### src/rtl/seg_scan_decoder_pkg.sv
// seg_pkg: shared types, glyph table and anode helpers for the seven-segment scan decoder.
package seg_pkg;
    typedef logic [6:0] seg_t;
    typedef enum logic [1:0] {IDLE, TRACK, LATCHED} state_t;
    localparam int STABLE_CYCLES_DEF = 4;
    localparam int TIMEOUT_CYCLES_DEF = 1024;
    localparam seg_t SEG_GLYPH [16] = '{
        7'h40, 7'h79, 7'h24, 7'h30, 7'h19, 7'h12, 7'h02, 7'h78,
        7'h00, 7'h10, 7'h08, 7'h03, 7'h46, 7'h21, 7'h06, 7'h0E
    };
    function automatic logic an_valid(input logic [3:0] an);
        return $onehot(~an);
    endfunction
    function automatic logic [1:0] an_index(input logic [3:0] an);
        logic [1:0] idx;
        idx = '0;
        for (int i = 0; i < 4; i++)
            if (!an[i]) idx = 2'(i);
        return idx;
    endfunction
endpackage

### src/rtl/seg_scan_decoder_if.sv
// seg_scan_decoder_if: display bus observed by the decoder plus its recovered-digit outputs.
interface seg_scan_decoder_if;
    logic [3:0] an;
    seg_pkg::seg_t seven_seg;
    logic dp;
    logic [15:0] hex_out;
    logic [3:0] dp_out;
    logic [3:0] digit_valid;
    logic update;
    logic pattern_err;
    modport master (output an, seven_seg, dp, input hex_out, dp_out, digit_valid, update, pattern_err);
    modport slave (input an, seven_seg, dp, output hex_out, dp_out, digit_valid, update, pattern_err);
endinterface

### src/rtl/seg_pattern_lookup.sv
// seg_pattern_lookup: maps an active-low segment code to its hex value, flagging codes with no glyph.
module seg_pattern_lookup
    import seg_pkg::*;
(
    input  seg_t       seg_i,
    output logic       hit_o,
    output logic [3:0] value_o
);
    always_comb begin
        hit_o = 1'b0;
        value_o = '0;
        for (int g = 0; g < 16; g++)
            if (seg_i == SEG_GLYPH[g]) begin
                hit_o = 1'b1;
                value_o = 4'(g);
            end
    end
endmodule

### src/rtl/seg_scan_decoder.sv
// seg_scan_decoder: debounces a multiplexed active-low 4-digit display bus and recovers its hex digits.
module seg_scan_decoder
    import seg_pkg::*;
#(
    parameter int STABLE_CYCLES = STABLE_CYCLES_DEF,
    parameter int TIMEOUT_CYCLES = TIMEOUT_CYCLES_DEF
) (
    input logic clk,
    input logic rst,
    seg_scan_decoder_if.slave bus
);
    localparam int CW = $clog2(STABLE_CYCLES + 1);
    localparam int TW = $clog2(TIMEOUT_CYCLES + 1);
    logic [11:0] x, s_q;
    logic [CW-1:0] cnt_q, cnt_d;
    state_t state_q, state_d;
    logic [15:0] hex_q;
    logic [3:0] dp_q, valid_q;
    logic upd_q, err_q, same, commit, hold, hit;
    logic [3:0] value;
    logic [1:0] idx;
    logic [TW-1:0] timer_q [4];
    logic [TW-1:0] timer_d [4];
    assign x = {bus.an, bus.seven_seg, bus.dp};
    assign idx = an_index(s_q[11:8]);
    // Decoding the registered sample: at commit it equals the incoming one.
    seg_pattern_lookup u_lookup (.seg_i(s_q[7:1]), .hit_o(hit), .value_o(value));
    always_comb begin
        same = x == s_q;
        cnt_d = !same ? CW'(1) : (cnt_q == CW'(STABLE_CYCLES)) ? cnt_q : cnt_q + CW'(1);
        commit = an_valid(bus.an) && same && state_q == TRACK && cnt_d == CW'(STABLE_CYCLES);
        state_d = !an_valid(bus.an) ? IDLE : !same ? TRACK : commit ? LATCHED :
                  (state_q == LATCHED) ? LATCHED : TRACK;
        hold = state_q == LATCHED && hit;
        for (int d = 0; d < 4; d++)
            timer_d[d] = ((commit || hold) && hit && idx == 2'(d)) ? '0 :
                         (timer_q[d] == TW'(TIMEOUT_CYCLES)) ? timer_q[d] : timer_q[d] + TW'(1);
    end
    always_ff @(posedge clk) begin
        if (rst) begin
            s_q <= '1;
            cnt_q <= '0;
            state_q <= IDLE;
            hex_q <= '0;
            dp_q <= '0;
            valid_q <= '0;
            upd_q <= 1'b0;
            err_q <= 1'b0;
            for (int d = 0; d < 4; d++) timer_q[d] <= '0;
        end else begin
            s_q <= x;
            cnt_q <= cnt_d;
            state_q <= state_d;
            upd_q <= commit && hit;
            err_q <= commit && !hit;
            for (int d = 0; d < 4; d++) begin
                timer_q[d] <= timer_d[d];
                if (commit && hit && idx == 2'(d)) begin
                    valid_q[d] <= 1'b1;
                    hex_q[4*d +: 4] <= value;
                    dp_q[d] <= ~s_q[0];
                end else if (timer_q[d] == TW'(TIMEOUT_CYCLES)) begin
                    valid_q[d] <= 1'b0;
                end
            end
        end
    end
    assign bus.hex_out = hex_q;
    assign bus.dp_out = dp_q;
    assign bus.digit_valid = valid_q;
    assign bus.update = upd_q;
    assign bus.pattern_err = err_q;
endmodule

### src/flat_wrapper.sv
// flat-port wrapper written by rule: the top's interface ports become plain ports
module seg_scan_decoder_flat import seg_pkg::*;
#(
    parameter int STABLE_CYCLES = STABLE_CYCLES_DEF,
    parameter int TIMEOUT_CYCLES = TIMEOUT_CYCLES_DEF
)
  (clk, rst, bus_an, bus_seven_seg, bus_dp, bus_hex_out, bus_dp_out, bus_digit_valid, bus_update, bus_pattern_err);
  seg_scan_decoder_if bus_i ();
  input logic clk;
  input logic rst;
  input wire logic [$bits(bus_i.an)-1:0] bus_an;
  input wire logic [$bits(bus_i.seven_seg)-1:0] bus_seven_seg;
  input wire logic [$bits(bus_i.dp)-1:0] bus_dp;
  output wire logic [$bits(bus_i.hex_out)-1:0] bus_hex_out;
  output wire logic [$bits(bus_i.dp_out)-1:0] bus_dp_out;
  output wire logic [$bits(bus_i.digit_valid)-1:0] bus_digit_valid;
  output wire logic [$bits(bus_i.update)-1:0] bus_update;
  output wire logic [$bits(bus_i.pattern_err)-1:0] bus_pattern_err;
  assign bus_i.an = bus_an;
  assign bus_i.seven_seg = bus_seven_seg;
  assign bus_i.dp = bus_dp;
  assign bus_hex_out = bus_i.hex_out;
  assign bus_dp_out = bus_i.dp_out;
  assign bus_digit_valid = bus_i.digit_valid;
  assign bus_update = bus_i.update;
  assign bus_pattern_err = bus_i.pattern_err;
  seg_scan_decoder #(.STABLE_CYCLES(STABLE_CYCLES), .TIMEOUT_CYCLES(TIMEOUT_CYCLES)) u_core (.clk(clk), .rst(rst), .bus(bus_i));
endmodule
### config.mk
export PLATFORM = sky130hd
export DESIGN_NAME = seg_scan_decoder_flat
export DESIGN_NICKNAME = d
export VERILOG_FILES = /design/src/rtl/seg_scan_decoder_pkg.sv /design/src/rtl/seg_scan_decoder_if.sv /design/src/rtl/seg_pattern_lookup.sv /design/src/rtl/seg_scan_decoder.sv /design/src/flat_wrapper.sv
export SDC_FILE = /design/constraint.sdc
export NUM_CORES = 1
export LEC_CHECK = 0
export BUFFER_PORTS_ARGS = -buffer_cell sky130_fd_sc_hd__buf_2
export CAP_MARGIN = 10
export CORE_UTILIZATION = 30
export CTS_CLUSTER_DIAMETER = 100
export DETAILED_ROUTE_END_ITERATION = 6
export GPL_TIMING_DRIVEN = 1
export MAX_ROUTING_LAYER = met4
export PLACE_DENSITY = 0.5
export SYNTH_ARGS = -nofsm -noshare
export SYNTH_HDL_FRONTEND = slang
export SYNTH_SLANG_ARGS = --single-unit
### constraint.sdc
create_clock -name clk -period 5 [get_ports clk]
set_input_delay 0.5 -clock clk [delete_from_list [all_inputs] [get_ports clk]]
set_output_delay 0.5 -clock clk [all_outputs]
set_load 0.05 [all_outputs]
# Word-level counts from Yosys, hierarchy flattened
# Memories as Yosys holds them, arrays and structs flattened.
# Index checks and enable logic that the tools add are counted.
dict set report op_classes {
  addsub 8
  eq_ne 28
  n_mux 62
  bitwise_logic 8
  n_reduce_logical 25
}
# operator count
set ops {}
lappend ops {{$mux W11} 12}
lappend ops {{$mux W4} 14}
lappend ops {{$add A11 B1 Y11 const B} 4}
lappend ops {{$eq A11 B11 Y1 const B} 4}
lappend ops {{$mux W1} 30}
lappend ops {{$eq A7 B7 Y1 const B} 4}
lappend ops {{$eq A7 B5 Y1 const B} 3}
lappend ops {{$eq A7 B6 Y1 const B} 3}
lappend ops {{$logic_and A1 B1 Y1} 15}
lappend ops {{$eq A7 B2 Y1 const B} 2}
lappend ops {{$eq A7 B4 Y1 const B} 2}
lappend ops {{$eq A12 B12 Y1} 1}
lappend ops {{$mux W2} 4}
lappend ops {{$reduce_bool A2 Y1} 4}
lappend ops {{$eq A7 B3 Y1 const B} 1}
lappend ops {{$logic_not A7 Y1} 1}
lappend ops {{$eq A2 B2 Y1 const B} 3}
lappend ops {{$eq A3 B3 Y1 const B} 2}
lappend ops {{$mux W3} 2}
lappend ops {{$add A1 B1 Y2} 2}
lappend ops {{$eq A2 B1 Y1 const B} 2}
lappend ops {{$not A4 Y4} 1}
lappend ops {{$or A1 B1 Y1} 4}
lappend ops {{$add A3 B1 Y3 const B} 1}
lappend ops {{other kinds (8)} 10}
dict set report totals {
  register_bits 43
  ram_bits 44
  input_bits 14
  output_inout_bits 26
  wordCells 150
  n_memories 1
}
# memory words width read_ports rd_ports_with_merged_regs write_ports line_no
set mem_list {}
lappend mem_list {u_core.timer_q 4 11 4 0 4 seg_scan_decoder.sv:22} ;# logic [TW-1:0] timer_q [4];

# Longest topological paths before layout
# Gate-level depths: netlist (run 1).
dict set report depth {
  depth_word 23
  mapped_depth 11
  mapped_depth_nobuf 10
}

# Cells and area by module
# A second synthesis (run 1) with hierarchy kept.
dict set report hier_totals {
  cells_unflattened 484
  area_unflattened_um2 4149.0
}
# mod instances cells_per_inst area_per_inst_um2 seq_area_each_um2
set by_module_without_submodules {}
lappend by_module_without_submodules {seg_scan_decoder 1 429 3819.9 1741.7}
lappend by_module_without_submodules {seg_pattern_lookup 1 55 329.1 0.0}

# Worst setup path after synthesis (run 1)
# Ideal clock, no wire load.
dict set report synth_timing {
  path_type {input port to flip-flop}
  startpoint {in bus_an[2]}
  endpoint {mem u_core.timer_q[1][9] (netlist bit)}
  setup_ps 118
  t_arrival_ps 2977
  required_time_ps 4882
  slack_ps 1905
  stages 11
  n_path_buf 1
  cell_sequence {inv_1 -> ha_1 -> ha_1 -> fa_1 -> nor2_1 -> nand2_1 -> or3_1 -> o32a_4 -> o41ai_4 -> buf_6 -> nor3b_1}
}
# item line_no
set synth_rtl {}
lappend synth_rtl {{start: declaration} flat_wrapper.sv:11} ;# input wire logic [$bits(bus_i.an)-1:0] bus_an;
lappend synth_rtl {{end: declaration} seg_scan_decoder.sv:22}

==> results of run 1 <==
-- synth_stat cells (all sizes together), types with 4 or more instances --
| cell type | n |
|---|---|
| or3 | 5 |
| nor4 | 7 |
| inv | 21 |
| or2 | 10 |
| nand3b | 6 |
| nand2 | 49 |
| xor2 | 22 |
| nor2 | 63 |
| ha | 13 |
| nand3 | 31 |
| xnor2 | 28 |
| and3 | 5 |
| dfxtp | 87 |
| buf | 11 |
| nand2b | 4 |
| nand4 | 11 |
| clkbuf | 8 |
| o21ai | 5 |
| a21oi | 11 |
| mux2i | 21 |
| nor3 | 12 |
-- final cells by class --
| cell class | instances | share of cell area (%) |
|---|---|---|
| clock inverters | 3 | 0.368 |
| inverters | 21 | 1.65 |
| clock buffers | 13 | 5.46 |
| flip-flops and latches | 87 | 36.5 |
| repair buffers | 39 | 4.10 |
| multi-input cells | 341 | 47.3 |
| well taps | 176 | 4.62 |
-- kinds of logic (layout without fill, tap and decap cells) --
kind of cell,after synthesis,after routing
AND/OR/NAND/NOR,218,218
adder cells (fa/ha/maj),14,14
multiplexers,24,24
XOR/XNOR,50,50
buffers and inverters,40,76
AO/OA/AOI/OAI,35,35
flip-flops,87,87
-- registers in the layout, summed over array words and instances (netlist names) --
register                cells
u_core.bus.pattern_err      1
u_core.timer_q             44
u_core.state_q              2
u_core.bus.update           1
u_core.bus.dp_out           4
u_core.bus.hex_out         16
u_core.bus.digit_valid      4
u_core.cnt_q                3
u_core.s_q                 12
-- power breakdown --
group | internal, W | switching (W) | total (W)
combinational | 0.0000404 | 0.0000482 | 0.0000886
clock | 0.000362 | 0.000267 | 0.000630
sequential | 0.000708 | 0.0000260 | 0.000734
-- routing by layer --
layer / up-vias / wire length, um / GRT usage [%]
met4: 0 / 125 / 4.69
met5: - / 0 / -
met1: 1471 / 4280 / 16.9
met3: 10 / 455 / 4.47
li1: 1643 / - / -
met2: 49 / 3880 / 21.7
-- layout by cell type, fill, tap and decap left out, drive strengths merged, types with 10 or more instances in the layout --
master / n
dfxtp: 87
nor2: 63
nand2: 49
buf: 39
nand3: 31
xnor2: 28
xor2: 22
inv: 21
mux2i: 21
ha: 13
clkbuf: 13
nor3: 12
nand4: 11
a21oi: 11
or2: 10
-- metrics by stage --
step	util, %	setup slack [ns]	total power, W	hold slack, ns	std cells
floorplan	-	1.91	0.000816	0.458	468
global placement	33.5	1.39	0.000837	0.440	664
detailed placement	33.5	1.32	0.000839	0.444	664
CTS	35.6	1.68	0.00147	0.362	680
global route	35.6	1.44	0.00152	0.377	680
finish	35.6	1.72	0.00145	0.372	680
-- worst min-delay path by stage --
stage	to	cells past startpoint	startpoint	slack, ns
3_5_place_dp	u_core.bus.hex_out[13]	2	u_core.bus.hex_out[13]	0.44
4_1_cts	u_core.s_q[5]	2	bus_seven_seg[4]	0.36
3_3_place_gp	u_core.bus.hex_out[14]	2	u_core.bus.hex_out[14]	0.44
5_1_grt	u_core.s_q[7]	2	bus_seven_seg[6]	0.38
6_report	u_core.s_q[5]	2	bus_seven_seg[4]	0.37
2_1_floorplan	u_core.timer_q[3][10]	2	u_core.timer_q[3][10]	0.46
-- worst reg2reg max path, stage by stage, from the launching register on --
cell and delay [ns]:
dfxtp_1 0.64, xnor2_1 0.19, nand4_1 0.14, or3_4 0.42
o32a_4 0.43, o31ai_2 0.69, nor2_1 0.11
==> flow_summary.json, run 1 <==
{
  "first_global_vias": 3193,
  "max_cap_violations": 0,
  "vias": 3173,
  "netlist.area_leader.share_pct": 41.7,
  "insertion_delay_ns": 0.34,
  "syn_area_per_cell_um2": 8.93,
  "worst-setup-path-type": "in2reg",
  "area_delta_synth_final_pct": 14.1,
  "start_util_pct": 31.2,
  "synth_compound_area_share_pct": 7.16,
  "root_buffer": "clkbuf_16",
  "p_leak_nw": 1.89,
  "r2r_setup_slack_ns": 2.24,
  "dieWidth_um": 120,
  "synthFlopType": "dfxtp_1",
  "coreArea_mm2": 0.0134,
  "async_flop_share_pct": 0,
  "clk_pin_slew_worst_paths_ns": 0.06,
  "synth_edf_count": 0,
  "arrival_ns": 3.48,
  "yosys_warnings": 0,
  "min_path_type": "in2reg",
  "ios": 40,
  "fillers": 1388,
  "power.density_mw_per_mm2": 305,
  "max-slew-margin-rel_pct": 25.0,
  "yosysTopAreaCell": "dfxtp_1",
  "crit_path_end": "u_core.timer_q[0][3]",
  "synth_top_family_by_area": "simple AND/OR/NAND/NOR gates",
  "grt_pass1_wl_um": 15400,
  "dieArea_mm2": 0.0144,
  "nNetsFinal": 527,
  "numClockSinks": 87,
  "vias_per_cell": 4.67,
  "cts_tree": "built",
  "ir_worst_vdd_uv": 189,
  "status": "completed",
  "multi_input_area_mm2": 0.00225,
  "seqCellArea_mm2": 0.00174,
  "syn-cell-area_mm2": 0.00418,
  "crit_required_ns": 5.20,
  "final_layout_size_suffix_gt1_share_pct": 15.5,
  "slowest_delay_ns": 0.69,
  "yosysUniqueCellTypes": 51,
  "crit_family": "compound AO/OA/AOI/OAI gates",
  "r2r_end": "u_core.timer_q[0][3]",
  "start_kind": "primary input",
  "finalHoldViolCount": 0,
  "rows": 42,
  "fmax_mhz": 305,
  "clock_skew_ns": 0.00792,
  "stdcell_area_mm2": 0.00477,
  "drtAntennaViolNets": 0,
  "cts_post_setup_buffers_inserted": 0,
  "diodes": 0,
  "clock_tree.buffer_depth": 2,
  "cts_resized": 0,
  "crit_cells": 11,
  "fin_crit_ns": 3.28,
  "tightest_slew_ns": 1.12,
  "setup_violations": 0,
  "yosys.area_share.simple_pct": 26.1,
  "cts_buffers": 9,
  "critPathSlowestCell": "o31ai_2",
  "r2r_cells": 6,
  "synthTopCellsByArea": "dfxtp_1, xnor2_1, nor2_1, mux2i_1, xor2_1",
  "cts_hold_buf": 0,
  "yosysSeqAreaShare_pct": 41.7,
  "antenna_found_initial": 0,
  "worst-path-buf-inv": 2,
  "drt-initial-drc-count": 128,
  "grt_start_max_net_pins": 32,
  "portBuffers": 39,
  "critPathCaptureType": "flip-flop",
  "synth_fp_nets": 496,
  "gr-total-overflow": 0,
  "path_cells": "buf_2 -> inv_1 -> ha_1 -> ha_1 -> fa_1 -> nor2_1 -> nand2_1 -> or3_1 -> o32a_4 -> o31ai_2 -> nor2_1",
  "timing.rr.start": "u_core.s_q[1]",
  "drc": 0,
  "dp_hpwl_um": 6140,
  "crit_start": "bus_an[2]",
  "tns_ns": 0,
  "rsz0062_at_grt": "no",
  "wl_per_cell_um": 12.9,
  "timing.final.crit_share_pct": 65.6,
  "place_area_mm2": 0.00449,
  "ys_ff_latch": 87,
  "first_pass_iters": 4,
  "grt_use_total_pct": 13.9,
  "die_h_um": 120,
  "synth_cells": 468,
  "cts-htree-levels": 3,
  "synthAdderAreaFrac_pct": 4.37,
  "place_congestion": 0.763,
  "worst-path-max-fanout": 11,
  "slew_viol_final": 0,
  "synthMuxAreaShare_pct": 5.84,
  "synth_xor_area_share_pct": 10.5,
  "wirelength_um": 8740
}
(Power assumes the default switching activity.)
==> run 2: changes to the inputs <==
==> constraint.sdc (replaced) <==
create_clock -name clk -period 3.4 [get_ports clk]
set_input_delay 0.34 -clock clk [delete_from_list [all_inputs] [get_ports clk]]
set_output_delay 0.34 -clock clk [all_outputs]
set_load 0.05 [all_outputs]
==> run 2 against run 1 <==
Against the previous run: sequential power increased by 47%; critical endpoint is now u_core.timer_q[1][9]; non-clock buffer count increased by 6; wire length increased by 2.8%; worst hold slack got worse by 0.16 ns.
==> flow_summary.json, run 2 (synthesized netlist as in run 1, its figures left out) <==
{
  "vias_per_cell": 4.79,
  "cts_tree": "built",
  "wirelength_um": 8980,
  "ios": 40,
  "tightest_slew_ns": 0.611,
  "slowest_delay_ns": 0.46,
  "r2r_cells": 7,
  "start_util_pct": 31.2,
  "clk_pin_slew_worst_paths_ns": 0.06,
  "dieWidth_um": 120,
  "gr-total-overflow": 0,
  "dp_hpwl_um": 6430,
  "p_leak_nw": 1.94,
  "drc": 0,
  "slew_viol_final": 0,
  "clock_skew_ns": 0.00609,
  "hold_start": "bus_seven_seg[0]",
  "top_layer": "met4",
  "portBuffers": 39,
  "die_h_um": 120,
  "cts_resized": 0,
  "nNetsFinal": 533,
  "first_pass_iters": 4,
  "place_congestion": 0.768,
  "root_buffer": "clkbuf_16",
  "timing.rr.start": "u_core.s_q[5]",
  "power.density_mw_per_mm2": 459,
  "min_path_type": "in2reg",
  "setup_violations": 0,
  "max-slew-margin-rel_pct": 58.8,
  "largest_register_ffs": 44,
  "area_delta_synth_final_pct": 15.6,
  "crit_start": "bus_an[2]",
  "top_register": "u_core.timer_q",
  "arrival_ns": 3.08,
  "grt_use_total_pct": 14.1,
  "grt_start_max_net_pins": 32,
  "diodes": 0,
  "worst-setup-path-type": "in2reg",
  "tns_ns": 0,
  "status": "completed",
  "crit_top_cell": "ha_1",
  "cts-htree-levels": 3,
  "final_common_cell": "dfxtp_1",
  "critPathSlowestCell": "o32a_4",
  "numClockSinks": 87,
  "rows": 42,
  "fin_crit_ns": 2.84,
  "met2_length_um": 4220,
  "coreArea_mm2": 0.0134,
  "ir_worst_vdd_uv": 245,
  "max_cap_violations": 0,
  "dieArea_mm2": 0.0144,
  "antenna_found_initial": 0,
  "clock_tree.buffer_depth": 2,
  "grt_pass1_wl_um": 15400,
  "vias": 3280,
  "most-common-layout-cells": "dfxtp_1, nor2_1, nand2_1, buf_2",
  "insertion_delay_ns": 0.34,
  "r2r_end": "u_core.timer_q[1][9]",
  "rsz0062_at_grt": "no",
  "hold_depth": 2,
  "timing.final.crit_share_pct": 83.7,
  "wl_met1_um": 4180,
  "worst-path-max-fanout": 11,
  "r2r_setup_slack_ns": 0.89,
  "first_global_vias": 3171,
  "cts_buffers": 9,
  "holdPathEnd": "u_core.s_q[1]",
  "crit_required_ns": 3.63,
  "cts_hold_buf": 0,
  "final_layout_size_suffix_gt1_share_pct": 16.7,
  "drt-initial-drc-count": 173,
  "start_kind": "primary input",
  "wl_per_cell_um": 13.1,
  "critPathCaptureType": "flip-flop",
  "dp_slack_ns": 0.174,
  "cts_post_setup_buffers_inserted": 0,
  "setup_ws_ns": 0.555,
  "path_cells": "buf_2 -> inv_1 -> ha_1 -> ha_1 -> fa_1 -> nor2_1 -> nand2_1 -> or3_1 -> o32a_4 -> o41ai_4 -> buf_4 -> nor3b_1",
  "drtAntennaViolNets": 0,
  "fmax_mhz": 352,
  "finalHoldViolCount": 0,
  "wl_met3_um": 408
}
-- run 2: power breakdown --
| group | switching (W) | internal, W |
|---|---|---|
| combinational | 0.0000723 | 0.0000631 |
| sequential | 0.0000385 | 0.00104 |
| clock | 0.000399 | 0.000601 |
| total | 0.000510 | 0.00171 |
-- run 2: cell type report --
cell class	instances	area [um2]
clock buffers	11	253
clock inverters	4	45.0
repair buffers	45	240
inverters	21	78.8
multi-input cells	341	2250
well taps	176	220
fillers	1388	8570
flip-flops and latches	87	1740
-- run 2: worst max path at each step --
stage                           endpoint  slack, ns  depth (start not counted)
CTS                 u_core.timer_q[1][9]       0.55                         12
global route        u_core.timer_q[1][8]       0.39                         12
finish              u_core.timer_q[1][9]       0.56                         12
global placement    u_core.timer_q[1][8]       0.23                         12
floorplan           u_core.timer_q[1][9]       0.47                         11
detailed placement  u_core.timer_q[1][9]       0.17                         12
-- run 2: metrics by stage --
step	hold WS [ns]	util [%]	area [um2]	cells	total power, W
5_1_grt	0.201	36.1	4830	685	0.00232
6_report	0.216	36.1	4830	685	0.00222
3_5_place_dp	0.448	33.8	4530	670	0.00124
2_1_floorplan	0.440	-	4180	468	0.00120
4_1_cts	0.198	36.1	4830	685	0.00226
3_3_place_gp	0.442	33.8	4530	670	0.00123
-- run 2: per-layer routing --
layer  track usage [%]  up-vias
met5                 -        -
met4              6.33        0
li1                  -     1663
met1              16.7     1557
met2              22.1       48
met3              4.09       12
-- run 2: worst max-delay path: cells and delay by family --
| kind | cells | cell delay [ns] |
|---|---|---|
| compound gates | 2 | 0.74 |
| buf+inv | 3 | 0.38 |
| simple gates | 4 | 0.69 |
| fa+ha+maj | 3 | 0.93 |
==> run 3: changes to the inputs <==
--- a/config.mk
+++ b/config.mk
@@ -12,7 +12,7 @@
 export DETAILED_ROUTE_END_ITERATION = 6
 export GPL_TIMING_DRIVEN = 1
 export MAX_ROUTING_LAYER = met4
-export PLACE_DENSITY = 0.5
+export PLACE_DENSITY = 0.52
 export SYNTH_ARGS = -nofsm -noshare
 export SYNTH_HDL_FRONTEND = slang
 export SYNTH_SLANG_ARGS = --single-unit
==> constraint.sdc (replaced) <==
create_clock -name clk -period 2.5 [get_ports clk]
set_input_delay 0.25 -clock clk [delete_from_list [all_inputs] [get_ports clk]]
set_output_delay 0.25 -clock clk [all_outputs]
set_load 0.05 [all_outputs]
==> run 3 against run 2 <==
Against the previous run: sequential share of layout area is 2.8 points lower; clock power is 45% higher; wire length is 3.0% higher; highest routed layer unchanged; clock skew is 0.0034 ns higher; critical path type unchanged.
==> flow_summary.json, run 3 (synthesized netlist as in run 1, its figures left out) <==
{
  "nNetsFinal": 557,
  "cts-htree-levels": 3,
  "dieWidth_um": 120,
  "seqCellArea_mm2": 0.00174,
  "gr-total-overflow": 0,
  "final_layout_size_suffix_gt1_share_pct": 24.0,
  "ir_worst_vdd_uv": 312,
  "critPathSlowestCell": "fa_1",
  "worst-setup-path-type": "in2reg",
  "top_register": "u_core.timer_q",
  "grt_use_total_pct": 14.0,
  "grt_pass1_wl_um": 15600,
  "clock_skew_ns": 0.00950,
  "cts_tree": "built",
  "dp_slack_ns": -0.378,
  "min_path_type": "in2reg",
  "rows": 42,
  "area_delta_synth_final_pct": 25.5,
  "final_common_cell": "dfxtp_1",
  "fillers": 1366,
  "max_cap_violations": 0,
  "antenna_found_initial": 0,
  "timing.final.crit_share_pct": 97.6,
  "vias_per_cell": 4.72,
  "path_cells": "buf_8 -> clkinv_4 -> ha_4 -> ha_4 -> fa_1 -> nor2_1 -> nand2_1 -> or3_4 -> o32a_4 -> o41ai_4 -> buf_6 -> nor2_1",
  "critPathCaptureType": "flip-flop",
  "setup_violations": 0,
  "slowest_delay_ns": 0.45,
  "place_congestion": 0.785,
  "start_util_pct": 31.2,
  "drc": 0,
  "diodes": 0,
  "status": "completed",
  "dp_hpwl_um": 6660,
  "wl_per_cell_um": 13.0,
  "tns_ns": 0,
  "whs_ns": 0.0991,
  "finalHoldViolCount": 0,
  "dieArea_mm2": 0.0144,
  "rsz0062_at_grt": "yes",
  "clk_pin_slew_worst_paths_ns": 0.07,
  "portBuffers": 39,
  "grt_start_max_net_pins": 31,
  "tightest_slew_ns": 0.566,
  "start_kind": "primary input",
  "slew_viol_final": 0,
  "most-common-layout-cells": "dfxtp_1, nor2_1, nand2_1, buf_2",
  "fmax_mhz": 410,
  "insertion_delay_ns": 0.34,
  "numClockSinks": 87,
  "clock_tree.buffer_depth": 2,
  "fin_crit_ns": 2.44,
  "cts_post_setup_buffers_inserted": 0,
  "vias": 3348,
  "drt-initial-drc-count": 99,
  "ios": 40,
  "p_leak_nw": 2.06,
  "cts_hold_buf": 0,
  "max-slew-margin-rel_pct": 62.1,
  "wirelength_um": 9250,
  "die_h_um": 120,
  "first_global_vias": 3328,
  "largest_register_ffs": 44,
  "setup_ws_ns": 0.0605,
  "arrival_ns": 2.68,
  "first_pass_iters": 4,
  "multi_input_area_mm2": 0.00237,
  "drtAntennaViolNets": 0,
  "coreArea_mm2": 0.0134,
  "power.density_mw_per_mm2": 603,
  "worst-path-max-fanout": 6,
  "power_w": 0.00316,
  "root_buffer": "clkbuf_16",
  "cts_buffers": 9,
  "crit_required_ns": 2.74
}
## run 3: changes by cell type in the layout (fill, tap and decap cells not counted), sizes merged
cell      previous run  this run
buf                 45        69
clkinvlp             0         1
clkbuf              11        10
bufinv               1         2
## run 3: stage by stage
| step | std cells | area (um2) | utilization, % |
|---|---|---|---|
| after floorplan | 468 | 4280 | - |
| after detailed placement | 693 | 4820 | 35.9 |
| after global placement | 693 | 4820 | 35.9 |
| after global routing | 710 | 5240 | 39.1 |
| after CTS | 709 | 5150 | 38.4 |
| final | 710 | 5240 | 39.1 |
## run 3: worst max-delay path: cells and delay by family
kind,cells,cell delay (ns)
AO/OA/AOI/OAI,2,0.70
adder cells (fa/ha/maj),3,0.84
buffers and inverters,3,0.33
AND/OR/NAND/NOR,4,0.56
## run 3: routing by layer
layer / part of all wire [%] / vias to the layer above / track usage (%)
met4: 1.7 / 0 / 4.84
met1: 47 / 1581 / 16.7
met5: 0 / - / -
met3: 3.5 / 12 / 3.28
li1: - / 1711 / -
met2: 48 / 44 / 23.0
## run 3: timing repair
action                                  CTS  global route
endpoints found under the setup margin    8            63
cloned                                    0             1
pin swaps                                 0             2
resized for setup                         2            27
## run 3: worst paths after layout
kind,from,endpoint,slack (ns),cells after the start
worst max-delay path,bus_an[3],u_core.timer_q[2][0],0.06,12
worst min register to register,u_core.bus.digit_valid[1],u_core.bus.digit_valid[1],0.46,2
worst max register to register,u_core.s_q[9],u_core.timer_q[2][0],0.16,7
worst min-delay path,bus_an[0],u_core.s_q[8],0.1,3
## run 3: cell type report
type	instances	area share [%]
flip-flops and latches	87	33.3
clock inverters	6	1.79
multi-input cells	341	45.2
clock buffers	10	4.37
repair buffers	69	9.33
inverters	21	1.89
well taps	176	4.20
## run 3: where the power goes
part / switching [W] / internal (W) / total [W]
Clock: 0.000571 / 0.000883 / 0.00145
Sequential: 0.0000394 / 0.00142 / 0.00146
Combinational: 0.000129 / 0.000125 / 0.000254
Total: 0.000740 / 0.00242 / 0.00316
